**config.mk**
```make
export PLATFORM = sky130hd
export DESIGN_NAME = dram_rr_arbiter
export DESIGN_NICKNAME = d
export VERILOG_FILES = /design/src/rtl/dram_rr_arbiter.sv
export SDC_FILE = /design/constraint.sdc
export NUM_CORES = 1
export LEC_CHECK = 0
export CAP_MARGIN = 20
export CORE_ASPECT_RATIO = 1.75
export CORE_MARGIN = 2
export CORE_UTILIZATION = 35
export CTS_CLUSTER_SIZE = 8
export DETAILED_ROUTE_END_ITERATION = 12
export PLACE_DENSITY = 0.62
export SLEW_MARGIN = 20
export SYNTH_ARGS = -nofsm -noshare
export SYNTH_HDL_FRONTEND = slang
export SYNTH_SLANG_ARGS = --single-unit
export TNS_END_PERCENT = 1
```
**constraint.sdc**
```tcl
create_clock -name clk -period 2.5 [get_ports clk]
set_clock_uncertainty 0.15 [all_clocks]
set_input_delay 0.5 -clock clk [delete_from_list [all_inputs] [get_ports clk]]
set_output_delay 0.5 -clock clk [all_outputs]
set_load 0.005 [all_outputs]
```
**src/rtl/dram_rr_arbiter.sv**
```systemverilog
// Purpose: share one DRAM controller port between imem, dmem and loader with round-robin grants.
// Latency: request pulse in cycle 0 -> dram_oe in cycle 2; read data returns one cycle after dram_valid.
// Backpressure: one transaction in flight; later pulses stay latched per port until granted.
module dram_rr_arbiter #(
    parameter int MEM_SCALE = 27
) (
    input  logic                 clk,
    input  logic                 rst,
    // imem port
    input  logic                 ioe,
    input  logic [MEM_SCALE-1:0] iaddr,
    output logic [31:0]          irdata,
    output logic                 ivalid,
    // dmem port
    input  logic                 doe,
    input  logic [MEM_SCALE-1:0] daddr,
    input  logic [31:0]          dwdata,
    input  logic [3:0]           dwe,
    output logic [31:0]          drdata,
    output logic                 dvalid,
    output logic                 dwritten,
    // loader port
    input  logic                 lreq,
    input  logic [MEM_SCALE-1:0] laddr,
    input  logic [31:0]          lwdata,
    input  logic [3:0]           lwe,
    output logic                 lwritten,
    output logic                 lbusy,
    // DRAM controller side
    output logic                 dram_oe,
    output logic [MEM_SCALE-1:0] dram_addr,
    output logic [31:0]          dram_wdata,
    output logic [3:0]           dram_we,
    input  logic [31:0]          dram_rdata,
    input  logic                 dram_valid,
    input  logic                 dram_written
);

    typedef enum logic [1:0] {S_IDLE = 2'd0, S_IMEM = 2'd1, S_DMEM = 2'd2, S_LDR = 2'd3} state_t;

    localparam logic [1:0] G_I = 2'd0;
    localparam logic [1:0] G_D = 2'd1;
    localparam logic [1:0] G_L = 2'd2;

    state_t               state_q, state_d;
    logic [1:0]           last_q, last_d;
    logic                 i_pend_q, i_pend_d, d_pend_q, d_pend_d, l_pend_q, l_pend_d;
    logic [MEM_SCALE-1:0] iaddr_q, iaddr_d, daddr_q, daddr_d, laddr_q, laddr_d;
    logic [31:0]          dwdata_q, dwdata_d, lwdata_q, lwdata_d;
    logic [3:0]           dwe_q, dwe_d, lwe_q, lwe_d;
    logic                 dram_oe_q, dram_oe_d;
    logic [MEM_SCALE-1:0] dram_addr_q, dram_addr_d;
    logic [31:0]          dram_wdata_q, dram_wdata_d;
    logic [3:0]           dram_we_q, dram_we_d;
    logic                 ivalid_q, ivalid_d, dvalid_q, dvalid_d;
    logic [31:0]          irdata_q, irdata_d, drdata_q, drdata_d;
    logic                 gnt_i, gnt_d, gnt_l;
    logic                 done;

    assign done = dram_valid || dram_written;

    // Round-robin pick among pending ports, searching from the port after the last grant.
    always_comb begin
        gnt_i = 1'b0;
        gnt_d = 1'b0;
        gnt_l = 1'b0;
        if (state_q == S_IDLE) begin
            case (last_q)
                G_I: begin
                    if (d_pend_q)      gnt_d = 1'b1;
                    else if (l_pend_q) gnt_l = 1'b1;
                    else if (i_pend_q) gnt_i = 1'b1;
                end
                G_D: begin
                    if (l_pend_q)      gnt_l = 1'b1;
                    else if (i_pend_q) gnt_i = 1'b1;
                    else if (d_pend_q) gnt_d = 1'b1;
                end
                default: begin
                    if (i_pend_q)      gnt_i = 1'b1;
                    else if (d_pend_q) gnt_d = 1'b1;
                    else if (l_pend_q) gnt_l = 1'b1;
                end
            endcase
        end
    end

    // Per-port request latches; a pulse in the grant cycle re-arms the flag with the new fields.
    always_comb begin
        i_pend_d = i_pend_q;
        d_pend_d = d_pend_q;
        l_pend_d = l_pend_q;
        iaddr_d  = iaddr_q;
        daddr_d  = daddr_q;
        dwdata_d = dwdata_q;
        dwe_d    = dwe_q;
        laddr_d  = laddr_q;
        lwdata_d = lwdata_q;
        lwe_d    = lwe_q;
        if (ioe) begin
            i_pend_d = 1'b1;
            iaddr_d  = iaddr;
        end else if (gnt_i) begin
            i_pend_d = 1'b0;
        end
        if (doe) begin
            d_pend_d = 1'b1;
            daddr_d  = daddr;
            dwdata_d = dwdata;
            dwe_d    = dwe;
        end else if (gnt_d) begin
            d_pend_d = 1'b0;
        end
        if (lreq) begin
            l_pend_d = 1'b1;
            laddr_d  = laddr;
            lwdata_d = lwdata;
            lwe_d    = lwe;
        end else if (gnt_l) begin
            l_pend_d = 1'b0;
        end
    end

    // Next state: enter the granted port's service state, leave on any completion.
    always_comb begin
        state_d = state_q;
        case (state_q)
            S_IDLE: begin
                if (gnt_i)      state_d = S_IMEM;
                else if (gnt_d) state_d = S_DMEM;
                else if (gnt_l) state_d = S_LDR;
            end
            default: begin
                if (done) state_d = S_IDLE;
            end
        endcase
    end

    // Outputs: one-cycle command strobe on grant, registered read-done pulses and read data.
    always_comb begin
        dram_oe_d    = 1'b0;
        dram_we_d    = 4'h0;
        dram_addr_d  = dram_addr_q;
        dram_wdata_d = dram_wdata_q;
        last_d       = last_q;
        if (gnt_i) begin
            dram_oe_d   = 1'b1;
            dram_addr_d = iaddr_q;
            last_d      = G_I;
        end else if (gnt_d) begin
            dram_oe_d    = 1'b1;
            dram_addr_d  = daddr_q;
            dram_wdata_d = dwdata_q;
            dram_we_d    = dwe_q;
            last_d       = G_D;
        end else if (gnt_l) begin
            dram_oe_d    = 1'b1;
            dram_addr_d  = laddr_q;
            dram_wdata_d = lwdata_q;
            dram_we_d    = lwe_q;
            last_d       = G_L;
        end
        ivalid_d = (state_q == S_IMEM) && dram_valid;
        dvalid_d = (state_q == S_DMEM) && dram_valid;
        irdata_d = dram_rdata;
        drdata_d = dram_rdata;
    end

    // Control state with synchronous reset; pending requests are dropped on reset.
    always_ff @(posedge clk) begin
        if (rst) begin
            state_q   <= S_IDLE;
            last_q    <= G_L;
            i_pend_q  <= 1'b0;
            d_pend_q  <= 1'b0;
            l_pend_q  <= 1'b0;
            dram_oe_q <= 1'b0;
            dram_we_q <= 4'h0;
            ivalid_q  <= 1'b0;
            dvalid_q  <= 1'b0;
        end else begin
            state_q   <= state_d;
            last_q    <= last_d;
            i_pend_q  <= i_pend_d;
            d_pend_q  <= d_pend_d;
            l_pend_q  <= l_pend_d;
            dram_oe_q <= dram_oe_d;
            dram_we_q <= dram_we_d;
            ivalid_q  <= ivalid_d;
            dvalid_q  <= dvalid_d;
        end
    end

    // Datapath registers carry no reset; their contents only matter alongside a strobe.
    always_ff @(posedge clk) begin
        iaddr_q      <= iaddr_d;
        daddr_q      <= daddr_d;
        dwdata_q     <= dwdata_d;
        dwe_q        <= dwe_d;
        laddr_q      <= laddr_d;
        lwdata_q     <= lwdata_d;
        lwe_q        <= lwe_d;
        dram_addr_q  <= dram_addr_d;
        dram_wdata_q <= dram_wdata_d;
        irdata_q     <= irdata_d;
        drdata_q     <= drdata_d;
    end

    assign dram_oe    = dram_oe_q;
    assign dram_addr  = dram_addr_q;
    assign dram_wdata = dram_wdata_q;
    assign dram_we    = dram_we_q;
    assign ivalid     = ivalid_q;
    assign dvalid     = dvalid_q;
    assign irdata     = irdata_q;
    assign drdata     = drdata_q;
    assign dwritten   = dram_written && (state_q == S_DMEM);
    assign lwritten   = dram_written && (state_q == S_LDR);
    assign lbusy      = l_pend_q || (state_q == S_LDR);

endmodule

```
==> run summary <==
outcome: finished, final reports clean
Hold Crit Class: in -> reg
top_reg_cell synth: edfxtp_1
vias in the first global route: 6010
fin util: 53.5%
CP Data Required Time: 1850 ps
met2 WL post-DR: 13.9 mm
ys async rst share: 0%
DR iter-0 viols: 354
Mapped Nets: 645
minimum hold slack: 291 ps
YS warnings: 0
Unique masters post-synth: 44
share of the synthesized area in the top cell type: 71.8%
Flop pwr share: 46.0%
placed insts: 1052
Slew @ Worst Pin: 609 ps
via count: 5306
Final Setup Violations: 0
CP Max Fanout: 8
initial antenna violation count: 4
mean post-synth cell area: 19.6 um2
Psw: 0.00259 W
# hold bufs at CTS: 0
Final Max Tran Viols: 0
# fillers: 2038
Residual DRC: 0
Post-Syn Area: 8870 um2
drt pass-1 iters: 4
largest net degree at the start of global routing: 40
path depth of the worst reg2reg path: 4
Final ANT Viol Nets: 0
grt ovf: 0
Startpoint Class: flop
biggest area consumer among synthesized cells: edfxtp_1
Fmax: 427 MHz
Cell Rows: 77
GRT Total Usage: 17.4%
setup bufs post-CTS: 0
crit share post-route: 93.8%
Post-Synthesis Cells: 453
switching share of power: 22.1%
TNS Setup: 0 ps
top cells by count, synth: edfxtp_1, dfxtp_1, buf_4, and3_1, mux2_2
Post-synth EDFFs: 212
metal3 WL: 1.52 mm
Comb power frac: 14.2%
RSZ-0062 raised after global routing: false
Critical Path AT: 1690 ps
worst-case clock buffer depth: 3
IO Port Bufs: 324
root buffer cell: clkbuf_16
sequential element share of the synthesized area: 82.2%
Starting Density: 35.4%
synthesized flop and latch total: 258
Placer Congestion: 0.784
Layout area overhead: 51.0%
TritonCTS Buffers: 38
Die H: 215 um
Setup crit end kind: primary output
CTS H-tree depth: 2
Area contributors post-synth: edfxtp_1, dfxtp_1, mux2_2
Max Cap Viol: 0
CTS Sinks: 258
Cells on Worst Hold Path: 1
Cell Pwr Density: 874 nW/um2
Leak: 4.84 nW
CTS tree: built
Fin. Hold Viols: 0
average wire per standard cell: 21.1 um
core area: 25000 um2
Finished Layout Cells: 1125
clk_lat worst skew: 500 ps
Routed WL: 23.8 mm
Peak VDD IR: 0.573 mV
share of layout cells above drive strength 1: 11.7%
crit path kind: reg -> out
die width: 124 um
Post-DP HPWL: 17.0 mm
Die Area: 26700 um2
top sig layer: met4
slew margin rel.: 59.3%
Period minus WS final: 2340 ps
Int Pwr: 0.00912 W
Net count, final: 968
vias per cell: 4.72
# resized after CTS: 0
first-pass GRT wire length: 34.8 mm
Reg clk slew, reported paths: 50 ps
top-count cell post-synth: edfxtp_1
I/O Pins: 325
WL met1: 7.37 mm
Clock Power Share: 39.8%
## cells in the final DEF, fill, tap and decap left out, types with 2 or more instances in the layout
cell type	Yosys	final
nand3_1	4	4
buf_4	32	7
a21oi_1	5	5
nor4bb_1	2	2
dfxtp_1	46	46
a211oi_1	5	5
and3_1	28	28
and2_4	2	2
o21ai_0	4	4
clkdlybuf4s50_1	0	321
nor2b_1	2	2
nand4_1	4	4
buf_12	0	6
clkbuf_1	9	28
diode_2	0	4
edfxtp_1	212	212
mux2_1	4	4
clkbuf_16	0	39
inv_1	2	2
a21boi_0	2	2
a221o_1	27	27
mux2_2	28	28
## flip-flops by register name, indices dropped and copies added, names as in the netlist
name,cells
dram_wdata,32
drdata,32
dwdata_q,32
lwdata_q,32
daddr_q,27
dram_addr,27
iaddr_q,27
laddr_q,27
dram_we,4
dwe_q,4
lwe_q,4
last_q,2
state_q,2
d_pend_q,1
dram_oe,1
dvalid,1
i_pend_q,1
ivalid,1
l_pend_q,1
## final timing paths
check                                from                 endpoint  slack (ps)
setup / recovery  state_q[1]$_SDFFE_PP0P_                 dwritten         160
hold / removal             dram_rdata[19]       drdata[19]$_DFF_P_         290
setup reg to reg    d_pend_q$_SDFFE_PP0P_  dram_wdata[7]$_DFFE_PP_         250
hold reg to reg     dwdata_q[2]$_DFFE_PP_  dram_wdata[2]$_DFFE_PP_         380
## worst max-delay path, stage by stage (launching register included)
cell             delay, ps
dfxtp_1                500
and3b_1                210
clkdlybuf4s50_1        490
## routing by layer
metal	track usage (%)	vias up
met2	35.3	262
li1	-	2411
met3	4.42	56
met4	7.72	0
met1	15.5	2577
met5	0	-
## kinds of logic (layout without fill, tap and decap cells)
family | Yosys count | after routing | share of synthesized area (%)
AOI/OAI and AO/OA | 55 | 55 | 5.45
buffers and inverters | 54 | 406 | 4.29
DFF | 258 | 258 | 82.2
and+or+nand+nor | 54 | 54 | 4.01
muxes | 32 | 32 | 4.06
other | 0 | 4 | 0
## power groups by stage
| stage | sequential [W] | clock [W] | combinational (W) |
|---|---|---|---|
| after floorplan | 0.00545 | 0 | 0.000577 |
| after global placement | 0.00545 | 0 | 0.00165 |
| after detailed placement | 0.00547 | 0 | 0.00169 |
| after CTS | 0.00539 | 0.00478 | 0.00170 |
| after global routing | 0.00542 | 0.00494 | 0.00177 |
| final | 0.00538 | 0.00466 | 0.00166 |
## per-stage QoR
step	cell area [um2]	worst slack (ps)	power [W]
3_3_place_gp	12300	195	0.00710
3_5_place_dp	12300	197	0.00716
4_1_cts	13400	127	0.0119
5_1_grt	13400	67.4	0.0121
6_report	13400	156	0.0117
2_1_floorplan	8870	242	0.00603
## layout make-up
| cell class | instances | area (um2) | share of cell area, % |
|---|---|---|---|
| Multi-Input combinational cell | 141 | 1200 | 8.97 |
| Clock buffer | 67 | 1080 | 8.07 |
| Tap cell | 316 | 395 | 2.95 |
| Clock inverter | 2 | 17.5 | 0.131 |
| Timing Repair Buffer | 335 | 3390 | 25.3 |
| Inverter | 2 | 7.51 | 0.0561 |
| Sequential cell | 258 | 7290 | 54.4 |
| Antenna cell | 4 | 10.0 | 0.0748 |
Note: power is estimated with default switching activity, not from simulation.
